==> src/rtl/mm2s_rd_arbiter.sv <==
// Round-robin arbiter merging N_REQ MM2S read requesters onto one AXI read master; R beats return in issue order.
// Optional per-requester beat counters are enabled by defining MM2S_RD_ARB_STATS_EN.
module mm2s_rd_arbiter #(
  parameter int N_REQ          = 3,
  parameter int AXI_WIDTH      = 128,
  parameter int AXI_ADDR_WIDTH = 32,
  parameter int AXI_ID_WIDTH   = 6,
  parameter int MAX_OUT        = 4,
  parameter int RD_ID          = 0
) (
  input  logic                                      clk,
  input  logic                                      rst,
  input  logic [N_REQ-1:0][AXI_ADDR_WIDTH-1:0]      s_araddr,
  input  logic [N_REQ-1:0][AXI_ID_WIDTH-1:0]        s_arid,
  input  logic [N_REQ-1:0][7:0]                     s_arlen,
  input  logic [N_REQ-1:0][2:0]                     s_arsize,
  input  logic [N_REQ-1:0][1:0]                     s_arburst,
  input  logic [N_REQ-1:0]                          s_arvalid,
  output logic [N_REQ-1:0]                          s_arready,
  output logic [N_REQ-1:0][AXI_WIDTH-1:0]           s_rdata,
  output logic [N_REQ-1:0][1:0]                     s_rresp,
  output logic [N_REQ-1:0]                          s_rlast,
  output logic [N_REQ-1:0][AXI_ID_WIDTH-1:0]        s_rid,
  output logic [N_REQ-1:0]                          s_rvalid,
  input  logic [N_REQ-1:0]                          s_rready,
  output logic [AXI_ADDR_WIDTH-1:0]                 m_araddr,
  output logic [AXI_ID_WIDTH-1:0]                   m_arid,
  output logic [7:0]                                m_arlen,
  output logic [2:0]                                m_arsize,
  output logic [1:0]                                m_arburst,
  output logic                                      m_arvalid,
  input  logic                                      m_arready,
  input  logic [AXI_WIDTH-1:0]                      m_rdata,
  input  logic [1:0]                                m_rresp,
  input  logic                                      m_rlast,
  input  logic [AXI_ID_WIDTH-1:0]                   m_rid,
  input  logic                                      m_rvalid,
  output logic                                      m_rready,
  output logic                                      dbg_ar_state,
`ifdef MM2S_RD_ARB_STATS_EN
  output logic [N_REQ-1:0][31:0]                    stat_beats,
`endif
  output logic                                      err_unexp_r
);

  // Handshakes: a transfer happens on a rising edge where valid && ready; valid never waits on ready.
  localparam int GW = (N_REQ > 1) ? $clog2(N_REQ) : 1;
  localparam int PW = (MAX_OUT > 1) ? $clog2(MAX_OUT) : 1;
  localparam int CW = PW + 1;

  typedef enum logic {IDLE = 1'b0, ISSUE = 1'b1} ar_state_t;

  ar_state_t                 state, state_nxt;
  logic [GW-1:0]             last_grant, winner, grant_q;
  logic                      grant, ar_hs, r_hs, pop, full, empty;
  logic [CW-1:0]             count;
  logic [PW-1:0]             wr_ptr, rd_ptr;
  logic [GW-1:0]             fifo_req [MAX_OUT];
  logic [AXI_ID_WIDTH-1:0]   fifo_id  [MAX_OUT];
  logic [AXI_ID_WIDTH-1:0]   id_q;
  logic [GW-1:0]             head;
  logic [AXI_ID_WIDTH-1:0]   head_id;
  logic                      rid_unused;

  // Nearest requesting index after last, scanning downwards so the closest one wins.
  function automatic logic [GW-1:0] rr_next(input logic [GW-1:0] last, input logic [N_REQ-1:0] req);
    logic [GW-1:0] pick;
    int            idx;
    pick = last;
    for (int k = N_REQ; k >= 1; k--) begin
      idx = int'(last) + k;
      if (idx >= N_REQ) idx = idx - N_REQ;
      if (req[idx]) pick = GW'(idx);
    end
    return pick;
  endfunction

  assign winner       = rr_next(last_grant, s_arvalid);
  assign full         = (count == CW'(MAX_OUT));
  assign empty        = (count == '0);
  assign grant        = (state == IDLE) && !full && (|s_arvalid);
  assign ar_hs        = (state == ISSUE) && m_arready;
  assign dbg_ar_state = (state == ISSUE);
  assign rid_unused   = ^m_rid;

  always_comb begin
    state_nxt = state;
    s_arready = '0;
    m_arvalid = 1'b0;
    case (state)
      IDLE: begin
        if (grant) begin
          s_arready = N_REQ'(1) << winner;
          state_nxt = ISSUE;
        end
      end
      ISSUE: begin
        m_arvalid = 1'b1;
        if (m_arready) state_nxt = IDLE;
      end
      default: state_nxt = IDLE;
    endcase
  end

  always_ff @(posedge clk) begin
    if (rst) begin
      state       <= IDLE;
      last_grant  <= GW'(N_REQ - 1);
      count       <= '0;
      wr_ptr      <= '0;
      rd_ptr      <= '0;
      err_unexp_r <= 1'b0;
    end else begin
      state <= state_nxt;
      if (ar_hs) begin
        last_grant <= grant_q;
        wr_ptr     <= wr_ptr + 1'b1;
      end
      if (pop) rd_ptr <= rd_ptr + 1'b1;
      if (ar_hs && !pop) count <= count + 1'b1;
      else if (!ar_hs && pop) count <= count - 1'b1;
      if (m_rvalid && empty) err_unexp_r <= 1'b1;
    end
  end

  // Payload registers need no reset: they are only observed behind m_arvalid or a non-empty FIFO.
  always_ff @(posedge clk) begin
    if (grant) begin
      grant_q   <= winner;
      m_araddr  <= s_araddr[winner];
      id_q      <= s_arid[winner];
      m_arlen   <= s_arlen[winner];
      m_arsize  <= s_arsize[winner];
      m_arburst <= s_arburst[winner];
    end
    if (ar_hs) begin
      fifo_req[wr_ptr] <= grant_q;
      fifo_id[wr_ptr]  <= id_q;
    end
  end

  assign m_arid   = AXI_ID_WIDTH'(RD_ID);
  assign head     = fifo_req[rd_ptr];
  assign head_id  = fifo_id[rd_ptr];
  assign m_rready = !empty && s_rready[head];
  assign s_rvalid = (!empty && m_rvalid) ? (N_REQ'(1) << head) : '0;
  assign r_hs     = m_rvalid && m_rready;
  assign pop      = r_hs && m_rlast;

  for (genvar g = 0; g < N_REQ; g++) begin : g_bcast
    assign s_rdata[g] = m_rdata;
    assign s_rresp[g] = m_rresp;
    assign s_rlast[g] = m_rlast;
    assign s_rid[g]   = head_id;
  end

`ifdef MM2S_RD_ARB_STATS_EN
  always_ff @(posedge clk) begin
    if (rst) stat_beats <= '0;
    else if (r_hs) stat_beats[head] <= stat_beats[head] + 32'd1;
  end
`endif

endmodule

==> config.mk <==
export PLATFORM = sky130hd
export DESIGN_NAME = mm2s_rd_arbiter
export DESIGN_NICKNAME = d
export VERILOG_FILES = /design/src/rtl/mm2s_rd_arbiter.sv
export SDC_FILE = /design/constraint.sdc
export NUM_CORES = 1
export LEC_CHECK = 0
export BUFFER_PORTS_ARGS = -buffer_cell sky130_fd_sc_hd__buf_4
export CAP_MARGIN = 40
export CORE_AREA = 3 3 296 298
export DETAILED_ROUTE_END_ITERATION = 10
export DIE_AREA = 0 0 299 301
export GPL_ROUTABILITY_DRIVEN = 1
export GPL_TIMING_DRIVEN = 0
export PLACE_DENSITY_LB_ADDON = 0.05
export SYNTH_ARGS = -nofsm -noshare
export SYNTH_HDL_FRONTEND = slang
export SYNTH_SLANG_ARGS = --single-unit
==> constraint.sdc <==
create_clock -name clk -period 11.88 [get_ports clk]
set_input_delay 0.594 -clock clk [delete_from_list [all_inputs] [get_ports clk]]
set_output_delay 0.594 -clock clk [all_outputs]
set_load 0.03 [all_outputs]
==> results.md <==
* Clock share of power at 0.180
* All-Layer GR Usage at 0.0893
* Register share of total power at 0.305
* Synth unique cells at 44
* Met3 Usage GRT at 0.0301
* Final setup violating endpoints at 0
* Synth area leader: buf_4
* Reg2Reg Launch Point: last_grant[0]
* Combinational Power Share at 0.515
* Yosys top cell area share at 0.396
* Gr busiest metal: met2
* Slew HR at 0.565
* CP startpoint: last_grant[0]
* Clock skew at 13.4 ps
* Max-slew violations at 0
* Clock Latency Late Sink at approximately 380 ps
* Setup TNS at 0 ps
* Hold path start: rst
* Reg2Reg Setup Slack at about 8300 ps
* Fin crit period at 3710 ps
* GR met2 Demand/Resource at 0.180
* Clk sinks at around 100
* Postcts setup bufs at 0
* # port buffers at 629
* Crit path capture type: output pin
* Final nets at 1702
* Top cells by area, synth: buf_4 (40%), edfxtp_1 (33%), mux2i_1 (6.7%), o2bb2ai_1 (5.7%), dfxtp_1 (3.3%)
* DIE HEIGHT at 301 um
* Total die area at 0.0900 mm^2
* Post-DP HPWL at 37.8 mm
* Pin count of the biggest net entering global routing at 16
* Yosys warning total at 0
* Ratio of cells with drive above 1 in the final layout at 0.773
* Post_cts resized at 0
* Status: finished clean
* Dpl cell area at 0.0141 mm^2
* Max Cap Viol at 0
* First-pass GRT wire length at between 50 and 60 mm
* Clock transition at the registers of the reported paths at roughly 70 ps
* CTS H-tree depth at 3
* Worst-margin pin slew at approximately 650 ps
* P&R area growth vs syn at 83.6%
* Worst path arrival time at between 3000 and 4000 ps
* Initial DRT Pass Iterations at 4
* Syn Area/Cell at 10.6 um^2
* Sw power at about 0.66 mW
* Post-synth EDFFs at 85
* Routed wire length at 42.8 mm
* TritonCTS Buffers at 9
* Worst setup SP type: register
* Hold WC Path Type: in2reg
* Wirelength per Cell at 16.8 um
* Vias in the first global route at 7148
* DRC Markers at 0
* Async S/R FF share, synth at 0
* Initial core utilization at 0.0918
* Power density cells at 112 mW/mm^2
* VDD IR-drop max at about 0.067 mV
* Clk root buf: clkbuf_16
* P_leak at 6.91 nW
* RSZ-0062 raised after global routing: no
* CP Max Fanout at 10
* Die W at 299 um
* Commonest cells after routing, fill and taps aside: buf_4 (1043), edfxtp_1 (85), mux2i_1 (52), o2bb2ai_1 (51)
* CP required at 11290 ps
* Antenna violations before repair at 2
* Fin. Hold Viols at 0
* Post-route cell area at 0.0144 mm^2
* Hold_buf cts at 0
* Clk buf depth at 2
* Max frequency at 270 MHz
* Met1 Track Usage GR at 0.0843
* Vias at 6938
* Flops & latches, synth at 98
* First-iteration detailed-routing DRC count at 210
* CTS tree: done
* Tcrit/Tclk final at 0.312
* I/O pins at approximately 770
* Most common cell after layout, fill and taps aside: buf_4
* Hold WS at ~440 ps
* Post-synth design cell area at 0.00782 mm^2
* Register area share after synthesis at 0.360
* Sw frac at 0.412
* Vias per cell at 2.73
* Pint at about 0.95 mW
* Top_reg_cell synth: edfxtp_1
* Antenna Nets Post-Route at 0
* Routability cong. at 0.718
* Grt ovf at 0
* Core area at 0.0851 mm^2
* Gate Count Post-Synth at 741
* Crit path kind: reg2out
* Row cnt at 107
## synth_stat cells (2+ instances only)
master and n:
xor2_1 2, nor2_1 13, buf_2 12, clkbuf_1 6, nor2b_1 3, mux2_4 2
o2bb2ai_1 51, edfxtp_1 85, o21ai_0 4, nor3_1 6, nand2_1 12, nand2b_1 4
dfxtp_1 13, mux2i_1 52, a21oi_1 9, inv_1 11, ha_1 8, buf_4 412
and3_1 5, mux4_1 7
## kinds of logic (layout without fill, tap and decap cells)
kind of cell,Yosys count,after routing,synth area share
DFF,98,98,0.360
other,1,7,0.000480
AOI/OAI and AO/OA,75,75,0.0781
and+or+nand+nor,50,50,0.0330
muxes,62,62,0.0968
adders and majority gates,9,9,0.0154
xor gates and xnor gates,3,3,0.00336
buffers and inverters,443,1095,0.413
## worst max-delay path, stage by stage, from the launching register on
cell	delay (ps)
dfxtp_1	460
inv_1	140
ha_1	290
clkbuf_1	320
o21ai_0	190
a32oi_1	250
buf_2	330
buf_2	380
nand2_1	80
nor2_1	100
buf_4	180
## metrics by stage
| step | cells | power (mW) | utilization | setup WS [ps] |
|---|---|---|---|---|
| 6_report | 2543 | 1.61 | 0.169 | 8170 |
| 5_1_grt | 2543 | 1.70 | 0.169 | 7830 |
| 4_1_cts | 2542 | 1.66 | 0.169 | 8100 |
| 3_5_place_dp | 2526 | 1.35 | 0.165 | 8290 |
| 3_3_place_gp | 2519 | 1.35 | 0.164 | 571 |
| 2_1_floorplan | 746 | 0.994 | - | 5220 |
## layer usage
layer,up-vias,wire [um]
li1,3430,-
met1,3208,13600
met2,279,25200
met3,21,3410
met4,0,578
met5,-,0
## state kept, by name, summed over array words and instances (netlist names), 3 cells and up, named ones only
name	count
id_q	6
fifo_id	24
m_araddr	32
fifo_req	8
count	3
m_arlen	8
m_arsize	3
## worst paths after layout
check / depth (start not counted) / endpoint
worst min-delay path: 2 / last_grant[1]
worst max-delay path: 10 / s_arready[1]
worst max register to register: 10 / id_q[4]
worst min register to register: 2 / err_unexp_r
## power groups by stage
stage,clock [mW],sequential (mW),combinational [mW]
floorplan,0,0.581,0.413
global placement,0,0.511,0.843
detailed placement,0,0.500,0.854
CTS,0.312,0.494,0.854
global route,0.321,0.500,0.884
finish,0.290,0.491,0.829
## area by class of cell
cell class | instances | area (um^2)
fill | 9673 | 70800
timing repair buffer | 636 | 4810
antenna | 1 | 2.50
clock inverter | 5 | 31.3
tap | 1144 | 1430
multi-input combinational | 205 | 1810
inverter | 11 | 41.3
clock buffer | 11 | 233
buffer | 432 | 3190
sequential | 98 | 2810
No activity file was read; power rests on OpenSTA's default activity.
